===== src/rtl/discrete_sched_pkg.sv =====
// Shared definitions for the discrete node scheduler.
// Contents:
//   - sched_state_e : frame sequencer states
//   - DefDw / DefCoefFrac : default data width and coefficient fraction bits
//   - KField*       : k field of a coefficient address (addr = node*4 + k)
//   - sat_dw()      : clamp a value to the signed range of a dw-bit word
package discrete_sched_pkg;

  localparam int unsigned DefDw       = 16;
  localparam int unsigned DefCoefFrac = 14;

  // Coefficient slot within a node's group of four.
  localparam logic [1:0] KFieldA  = 2'd0;
  localparam logic [1:0] KFieldB0 = 2'd1;
  localparam logic [1:0] KFieldB1 = 2'd2;
  localparam logic [1:0] KFieldB2 = 2'd3;

  typedef enum logic [2:0] {
    StIdle,
    StSnap,
    StMac,
    StWb,
    StDone
  } sched_state_e;

  function automatic longint sat_dw(input longint value, input int unsigned dw);
    longint hi;
    longint lo;
    hi = (longint'(1) <<< (dw - 1)) - 1;
    lo = -hi - 1;
    if (value > hi) begin
      sat_dw = hi;
    end else if (value < lo) begin
      sat_dw = lo;
    end else begin
      sat_dw = value;
    end
  endfunction

endpackage


===== src/rtl/discrete_node_scheduler_mac.sv =====
// Registered signed multiply-accumulate shared by all node models.
// Ports:
//   clk, rst : clock, synchronous active-high reset
//   clr      : zero the accumulator (wins over en)
//   en       : add a*b to the accumulator
//   a, b     : signed DW-bit operands
//   acc      : signed AW-bit accumulator
module discrete_mac #(
  parameter int unsigned DW = 16,
  parameter int unsigned AW = 2 * DW + 3
) (
  input  logic                 clk,
  input  logic                 rst,
  input  logic                 clr,
  input  logic                 en,
  input  logic signed [DW-1:0] a,
  input  logic signed [DW-1:0] b,
  output logic signed [AW-1:0] acc
);

  logic signed [2*DW-1:0] prod;
  logic signed [AW-1:0]   prod_ext;

  assign prod     = a * b;
  assign prod_ext = {{(AW - 2 * DW){prod[2*DW-1]}}, prod};

  always_ff @(posedge clk) begin
    if (rst || clr) begin
      acc <= '0;
    end else if (en) begin
      acc <= acc + prod_ext;
    end
  end

endmodule


===== src/rtl/discrete_node_scheduler.sv =====
// Time-multiplexed first-order node update engine. Each sample strobe steps every node
// through state' = a*state + b0*in0 + b1*in1 + b2*in2 on one shared MAC.
// Ports:
//   clk, rst  : clock, synchronous active-high reset
//   sample_en : one-cycle frame start strobe
//   node_in   : per-node inputs, node n input k at [(n*3+k)*DW +: DW]
//   cfg_we/cfg_addr/cfg_data : coefficient write (addr = n*4+k, k=0 a, 1..3 b0..b2)
//   cfg_ready : writes accepted (idle only)
//   v_out     : node states, refreshed once per frame
//   out_valid : one-cycle pulse when v_out refreshes
//   busy      : frame in progress
//   overrun   : sticky, strobe arrived while busy
module discrete_node_scheduler
  import discrete_sched_pkg::*;
#(
  parameter int unsigned NODES     = 4,
  parameter int unsigned DW        = DefDw,
  parameter int unsigned COEF_FRAC = DefCoefFrac
) (
  input  logic                        clk,
  input  logic                        rst,
  input  logic                        sample_en,
  input  logic [NODES*3*DW-1:0]       node_in,
  input  logic                        cfg_we,
  input  logic [$clog2(NODES*4)-1:0]  cfg_addr,
  input  logic [DW-1:0]               cfg_data,
  output logic                        cfg_ready,
  output logic [NODES*DW-1:0]         v_out,
  output logic                        out_valid,
  output logic                        busy,
  output logic                        overrun
);

  localparam int unsigned NumCoef = NODES * 4;
  localparam int unsigned NumSnap = NODES * 3;
  localparam int unsigned AddrW   = $clog2(NumCoef);
  localparam int unsigned SnapW   = $clog2(NumSnap);
  localparam int unsigned NodeW   = (NODES > 1) ? $clog2(NODES) : 1;
  localparam int unsigned AccW    = 2 * DW + 3;

  sched_state_e fsm_q, fsm_d;
  logic [NodeW-1:0]     node_q;
  logic [1:0]           k_q;
  logic                 overrun_q;
  logic signed [DW-1:0] coef_q       [NumCoef];
  logic signed [DW-1:0] node_state_q [NODES];
  logic signed [DW-1:0] snap_q       [NumSnap];
  logic signed [DW-1:0] vout_q       [NODES];

  int unsigned          node_idx, k_idx;
  logic [SnapW-1:0]     snap_idx;
  logic [AddrW-1:0]     coef_idx;
  logic signed [DW-1:0] mac_x, mac_y, res;
  logic signed [AccW-1:0] acc, acc_shr;
  logic                 last_node, mac_en, mac_clr;

  assign node_idx  = 32'(node_q);
  assign k_idx     = 32'(k_q);
  assign last_node = (node_q == NodeW'(NODES - 1));
  assign busy      = (fsm_q != StIdle);
  assign cfg_ready = ~busy;
  assign out_valid = (fsm_q == StDone);
  assign overrun   = overrun_q;
  assign mac_en    = (fsm_q == StMac);
  assign mac_clr   = (fsm_q == StSnap) || (fsm_q == StWb);

  for (genvar n = 0; n < NODES; n++) begin : g_vout
    assign v_out[n*DW +: DW] = vout_q[n];
  end

  // Operand select: k=0 feeds back the node state, k=1..3 pick the frozen inputs.
  always_comb begin
    snap_idx = '0;
    coef_idx = AddrW'(node_idx * 4 + k_idx);
    if (k_q == KFieldA) begin
      mac_x = node_state_q[node_q];
    end else begin
      snap_idx = SnapW'(node_idx * 3 + k_idx - 1);
      mac_x    = snap_q[snap_idx];
    end
    mac_y = coef_q[coef_idx];
  end

  discrete_mac #(
    .DW (DW),
    .AW (AccW)
  ) u_mac (
    .clk (clk),
    .rst (rst),
    .clr (mac_clr),
    .en  (mac_en),
    .a   (mac_x),
    .b   (mac_y),
    .acc (acc)
  );

  // Arithmetic shift floors toward -inf before clamping.
  assign acc_shr = acc >>> COEF_FRAC;
  assign res     = DW'(sat_dw(longint'(acc_shr), DW));

  always_comb begin
    fsm_d = fsm_q;
    unique case (fsm_q)
      StIdle: if (sample_en) fsm_d = StSnap;
      StSnap: fsm_d = StMac;
      StMac:  if (k_q == KFieldB2) fsm_d = StWb;
      StWb:   fsm_d = last_node ? StDone : StMac;
      StDone: fsm_d = StIdle;
      default: fsm_d = StIdle;
    endcase
  end

  always_ff @(posedge clk) begin
    if (rst) begin
      fsm_q     <= StIdle;
      node_q    <= '0;
      k_q       <= '0;
      overrun_q <= 1'b0;
      for (int unsigned i = 0; i < NumCoef; i++) coef_q[i] <= '0;
      for (int unsigned i = 0; i < NumSnap; i++) snap_q[i] <= '0;
      for (int unsigned i = 0; i < NODES; i++) begin
        node_state_q[i] <= '0;
        vout_q[i]       <= '0;
      end
    end else begin
      fsm_q <= fsm_d;
      if (sample_en && busy) overrun_q <= 1'b1;
      // Out-of-range addresses match no entry and are dropped.
      if (cfg_we && cfg_ready) begin
        for (int unsigned i = 0; i < NumCoef; i++) begin
          if (cfg_addr == AddrW'(i)) coef_q[i] <= cfg_data;
        end
      end
      case (fsm_q)
        StSnap: begin
          node_q <= '0;
          k_q    <= '0;
          for (int unsigned i = 0; i < NumSnap; i++) snap_q[i] <= node_in[i*DW +: DW];
        end
        StMac: k_q <= k_q + 2'd1;
        StWb: begin
          node_state_q[node_q] <= res;
          if (!last_node) begin
            node_q <= node_q + 1'b1;
          end else begin
            // Load v_out here so it is already visible while out_valid is high.
            for (int unsigned n = 0; n < NODES; n++) begin
              vout_q[n] <= (n == node_idx) ? res : node_state_q[n];
            end
          end
        end
        default: ;
      endcase
    end
  end

endmodule


===== config.mk =====
export PLATFORM = sky130hd
export DESIGN_NAME = discrete_node_scheduler
export DESIGN_NICKNAME = d
export VERILOG_FILES = /design/src/rtl/discrete_sched_pkg.sv /design/src/rtl/discrete_node_scheduler_mac.sv /design/src/rtl/discrete_node_scheduler.sv
export SDC_FILE = /design/constraint.sdc
export NUM_CORES = 2
export LEC_CHECK = 0
export CORE_MARGIN = 2
export CORE_UTILIZATION = 25
export DETAILED_ROUTE_END_ITERATION = 10
export PLACE_DENSITY = 0.45
export REMOVE_ABC_BUFFERS = 1
export SYNTH_ARGS = -nofsm -noshare
export SYNTH_HDL_FRONTEND = slang
export SYNTH_SLANG_ARGS = --single-unit

===== constraint.sdc =====
create_clock -name clk -period 23 [get_ports clk]
set_input_delay 2.3 -clock clk [delete_from_list [all_inputs] [get_ports clk]]
set_output_delay 2.3 -clock clk [all_outputs]
set_load 0.01 [all_outputs]

Word level (Yosys, flattened, before mapping)
Memories as Yosys holds them, arrays and structs flattened. A register that Yosys moved wholly into a read port is not among the register bits. Cells that the tools add are included.

Add/sub/neg operators: 6. Multiply operators: 2. Magnitude comparators: 2. Eq/ne operators: 27. Mux-type cells: 127. Bitwise operators: 33. Reduce and logical (&&, ||, !) cells: 14.

Operators by type and width (count): $mux W16 (40); $mux W1 (77); $add A35 B32 Y35 (1); $eq A4 B4 Y1 const B (8); $logic_not A32 Y1 (1); $mul A16 B16 Y32 (1); $or A1 B1 Y1 (32); $gt A21 B16 Y1 const B (1); $lt A21 B16 Y1 const B (1); $eq A4 B3 Y1 const B (4); $reduce_or A16 Y1 (1); $pmux W3 S4 (1); $mux W3 (3); $add A4 B2 Y4 (2); $eq A4 B2 Y1 const B (2); $mux W2 (4); $pmux W2 S2 (2); $eq A3 B2 Y1 const B (2); $add A2 B1 Y2 const B (2); $eq A2 B2 Y1 const A (2); $eq A2 B2 Y1 const B (2); $eq A4 B1 Y1 const B (1); $logic_not A4 Y1 (1); $mul A2 B2 Y4 const B (1); other kinds (14) (19).

Register bits: 43. Bits in writable memories: 576. Input port bits: 216. Output and inout port bits: 68. Memories kept: 4.

Memories: coef_q (words 16, bits a word 16, rd ports 1, clocked after Yosys merged registers in 0, wr ports 16, line discrete_node_scheduler.sv:45) `logic signed [DW-1:0] coef_q [NumCoef];`; snap_q (words 12, bits a word 16, rd ports 1, clocked after Yosys merged registers in 0, wr ports 12, line discrete_node_scheduler.sv:47) `logic signed [DW-1:0] snap_q [NumSnap];`; node_state_q (words 4, bits a word 16, rd ports 5, clocked after Yosys merged registers in 1, wr ports 4, line discrete_node_scheduler.sv:46) `logic signed [DW-1:0] node_state_q [NODES];`; vout_q (words 4, bits a word 16, rd ports 4, clocked after Yosys merged registers in 0, wr ports 4, line discrete_node_scheduler.sv:48) `logic signed [DW-1:0] vout_q [NODES];`.

Longest topological paths before layout
Depth after elaboration: 7. Mapped depth: 38. Depth with buffers taken out: 33.

By module
From an unflattened synthesis, not the netlist that was laid out.

Cells, all modules: 3030. Area total of the unflattened synthesis: 38072.8 um^2.

Modules (own cells, without submodules): discrete_node_scheduler (instances 1, cells an instance 1649, area an instance 25350.6 um^2); discrete_mac (instances 1, cells an instance 1381, area an instance 12722.2 um^2).

Worst setup path before layout
Ideal clock, no wire load.

Path type: register -> register. From: reg node_q[0]. To: reg u_mac.acc[33]. Setup time: 64 ps. Arrival time: 8846 ps. Path slack: 14091 ps. Cell stages (with the launch flop): 37. Path through: dfxtp_1 -> clkbuf_1 -> inv_1 -> buf_6 -> clkbuf_1 -> ha_1 -> xnor2_1 -> xnor2_1 -> ha_1 -> inv_1 -> fa_1 -> buf_1 -> buf_2 -> mux2i_1 -> a211oi_1 -> a21oi_2 -> buf_2 -> or2b_1 -> fa_1 -> inv_1 -> fa_1 -> inv_1 -> fa_1 -> inv_1 -> fa_1 -> fa_1 -> inv_1 -> fa_1 -> inv_1 -> ha_1 -> a211o_1 -> o32ai_1 -> a21oi_1 -> a41oi_1 -> nor4_1 -> nor4_1 -> nand3b_1.

Longest elaborated chain between the ends: 7. Elaborated cells on any way between the ends: 9.

Ends and longest elaborated chain: from (decl) (line discrete_node_scheduler.sv:42) `logic [NodeW-1:0] node_q;`; from (signal assigned) (line discrete_node_scheduler.sv:144) `node_q <= node_q + 1'b1;`; $mul A2 B2 Y4 (line discrete_node_scheduler.sv:78) `snap_idx = SnapW'(node_idx * 3 + k_idx - 1);`; $add A4 B2 Y4 (line discrete_node_scheduler.sv:78); $sub A4 B1 Y4 (line discrete_node_scheduler.sv:78); $mem_v2 Z12 W16; $mux W16 (line discrete_node_scheduler.sv:75) `if (k_q == KFieldA) begin`; $mul A16 B16 Y32 * (line discrete_node_scheduler_mac.sv:24) `assign prod = a * b;`; $add A35 B32 Y35 * (line discrete_node_scheduler_mac.sv:31) `acc <= acc + prod_ext;`; to (signal assigned) (line discrete_node_scheduler_mac.sv:31); to (decl) (line discrete_node_scheduler_mac.sv:18) `output logic signed [AW-1:0] acc`.

Every way passes the cells marked *; elsewhere a longest branch is shown, timed or not. A chain may end at the register's enable or synchronous reset.

Final worst setup path
From: reg node_q[1]. To: reg u_mac.acc[33].

The elaborated chain is that of the path after synthesis.

==> results.toml <==
[status]
status = "finished clean"

[global_route]
overflow = 0
via_count_of_the_first_global_routing_pass = 25100
globalRouteTotalUtil_pct = 14.1
grt_first_pass_wirelength_um = 166000
grt_start_max_net_pins = 104
antenna_found_initial = 3

[synth]
synth.distinct_cells = 74
synth_area_leaders = "sky130_fd_sc_hd__edfxtp_1 (45%), sky130_fd_sc_hd__fa_1 (16%), sky130_fd_sc_hd__mux4_2 (6.6%)"
synthCells = 3077
synth_sequential_area_ratio_pct = 47.5
yosys.cell_count.top_type = "sky130_fd_sc_hd__edfxtp_1"
ys_async_sr_fraction_pct = 0
syn-cell-area_um2 = 38300
synth.largest_area_cell = "sky130_fd_sc_hd__edfxtp_1"
syn_avg_cell_area_um2 = 12.5
synth_largest_type_area_fraction_pct = 45.1
synth_commonest_cells = "sky130_fd_sc_hd__edfxtp_1 (576), sky130_fd_sc_hd__nor2_1 (448), sky130_fd_sc_hd__inv_1 (382), sky130_fd_sc_hd__fa_1 (311), sky130_fd_sc_hd__nand2_1 (186)"
synth_ff_type = "sky130_fd_sc_hd__edfxtp_1"
count_of_flip_flops_with_a_built_in_enable_after_synthesis = 576
flip_flop_and_latch_count_after_synthesis = 621
synth.yosys.warnings = 0

[detailed_routing]
met3_wirelength_um = 4980
top_layer_used = "met5"
ant_nets = 0
detail_route.wirelength.met1_um = 49200
vias_per_inst = 4.35
wl_per_cell_um = 20.4
via_count = 23500
drt_drc_violations_left = 0
dr.pass1.iters = 5
wl_met2_um = 53700
drt_wl_total_um = 110000
drtIter0Drc = 1428

[clock_tree]
ctsLongestPathBuffers = 3
post_cts_hold_buffer_count = 0
clock_sinks = 621
ctsResizeCount = 0
clockRootBuffer = "sky130_fd_sc_hd__clkbuf_16"
cts_post_setup_buffers_inserted = 0
cts_buffers = 74
tritoncts = "done"
htreeDepth = 3
clkTransAtPathRegs_ns = 0.08
clk-insertion-delay-late_ns = 0.68

[cells_and_area]
layout.filler_cells = 15600
syn2layout_area_growth_pct = 19.1
multi_input_comb_area_um2 = 17900
design.final.nets = 3962
share_of_post_route_cells_with_drive_strength_above_1_pct = 9.41
finalCoreUtilization_pct = 30.0
seq_area_um2 = 18200

[placement]
weighted_congestion_reported_at_the_end_of_routability_driven_placement = 0.808
buffer_ports.inserted = 283
dp.final_hpwl_um = 81100

[timing]
hold_fails_final_rpt = 0
relSlewSlack_pct = 22.7
tightest_slew_ns = 1.16
clock_skew_ns = 0.0281
final.period_utilization_pct = 41.4
setup_viol_count_final = 0
final.min_clock_period_ns = 9.53
achievable-frequency_mhz = 105
tns_ns = 0
rsz_0062_raised_after_global_routing = "no"
final_max_slew_viol_count = 0

[die]
standard_cell_core_area_um2 = 152000
die_width_um = 396
fp.dieArea_um2 = 157000
i_o_pins = 284
fp.dieH_um = 396
floorplan.initialDensity_pct = 25.2
placement_rows = 143

[critical_path]
critical_path.startpoint_type = "flop"
worst-setup-path-type = "flop to flop"
crit_path_top_cell_by_count = "sky130_fd_sc_hd__fa_1"
arrival_time_at_the_worst_endpoint_ns = 10.15
path_delay_family = "adder cells"
crit_buf_inv = 6
crit_slowest_cell = "sky130_fd_sc_hd__a21oi_1"
end_kind = "flop"
crit_fanout = 48
crit_path_max_incr_delay_ns = 0.88
worst_ep_required_time_ns = 23.63

[flow_run]
maxCapViolations = 0

[power_and_ir_drop]
cellLeakagePower_nw = 17.8
power_per_cell_area_nw_per_um2 = 122
max_ir_drop_vdd_v = 0.000152

[worst_hold_path]
holdCritPathClass = "flop to flop"
[layer usage]
layer | global-route usage, % | vias to the layer above
li1 | - | 10900
met1 | 18.7 | 12100
met2 | 23.5 | 431
met3 | 2.69 | 108
met4 | 3.94 | 4
met5 | 0 | -
[worst reg2reg max path, delay by kind of cell, from the launching register on]
kind,cells,cell delay [ns]
flip-flops,1,0.33
adder cells (fa/ha/maj),9,3.95
buffers and inverters,6,0.91
AO/OA/AOI/OAI,5,2.18
multiplexers,2,0.66
AND/OR/NAND/NOR,5,1.18
XOR/XNOR,2,0.29
[flip-flops by register name, indices dropped and copies added, names as in the netlist, 2 cells and up, named ones only]
register / cells
coef_q: 256
fsm_q: 3
k_q: 2
node_q: 2
node_state_q: 64
snap_q: 192
u_mac.acc: 35
vout_q: 64
[cell usage in the layout, fill, tap and decap left out, types with 21 or more instances in the layout]
master                            count
sky130_fd_sc_hd__o21ai_0             27
sky130_fd_sc_hd__a211oi_1            65
sky130_fd_sc_hd__nand2b_1            67
sky130_fd_sc_hd__nor2b_1             75
sky130_fd_sc_hd__clkdlybuf4s50_1    282
sky130_fd_sc_hd__nor2_1             448
sky130_fd_sc_hd__xnor2_1             28
sky130_fd_sc_hd__edfxtp_1           576
sky130_fd_sc_hd__mux4_2             112
sky130_fd_sc_hd__fa_1               311
sky130_fd_sc_hd__clkbuf_16           75
sky130_fd_sc_hd__buf_4               57
sky130_fd_sc_hd__a21oi_1             71
sky130_fd_sc_hd__and2_1             162
sky130_fd_sc_hd__mux4_1              21
sky130_fd_sc_hd__inv_1              382
sky130_fd_sc_hd__mux2i_1             22
sky130_fd_sc_hd__ha_1               110
sky130_fd_sc_hd__dfxtp_1             43
sky130_fd_sc_hd__nand3_1             23
sky130_fd_sc_hd__nand2_1            185
[cell type report]
| type | instances | area share, % |
|---|---|---|
| multi-input cells | 1903 | 39.2 |
| clock buffers | 90 | 4.23 |
| inverters | 383 | 3.15 |
| well taps | 2030 | 5.56 |
| flip-flops and latches | 621 | 39.9 |
| diodes | 1 | 0.00548 |
| repair buffers | 339 | 7.12 |
| clock inverters | 45 | 0.855 |
[per-stage QoR]
stage / cells / setup slack [ns] / hold WS [ns] / power, W / area [um2]
CTS: 5411 / 13.29 / 0.465 / 0.00565 / 45700
global route: 5412 / 12.79 / 0.482 / 0.00607 / 45700
detailed placement: 5276 / 13.32 / 0.456 / 0.00446 / 43400
global placement: 5276 / 13.34 / 0.446 / 0.00447 / 43400
floorplan: 2907 / 11.86 / 0.432 / 0.00362 / 37500
finish: 5412 / 13.47 / 0.462 / 0.00559 / 45700
[kinds of logic after synthesis]
family | Yosys count | synth area share, %
multiplexers | 156 | 8.66
buffers and inverters | 553 | 6.00
AND/OR/NAND/NOR | 1024 | 12.6
AO/OA/AOI/OAI | 263 | 4.56
XOR/XNOR | 36 | 0.822
adder cells (fa/ha/maj) | 424 | 19.9
flip-flops | 621 | 47.5
[worst paths after layout]
kind | start | end | slack, ns | cells past startpoint
setup reg to reg | node_q[1] | u_mac.acc[33] | 13.47 | 29
hold reg to reg | u_mac.acc[1] | u_mac.acc[1] | 0.46 | 2
hold / removal | u_mac.acc[1] | u_mac.acc[1] | 0.46 | 2
setup / recovery | node_q[1] | u_mac.acc[33] | 13.47 | 29
[report_power, final]
group	switching, W	leakage (nW)	internal [W]
combinational	0.00187	10.4	0.00122
clock	0.000497	1.13	0.000657
sequential	0.0000364	6.35	0.00131
total	0.00240	17.8	0.00319
Note: power is estimated with default switching activity, not from simulation.
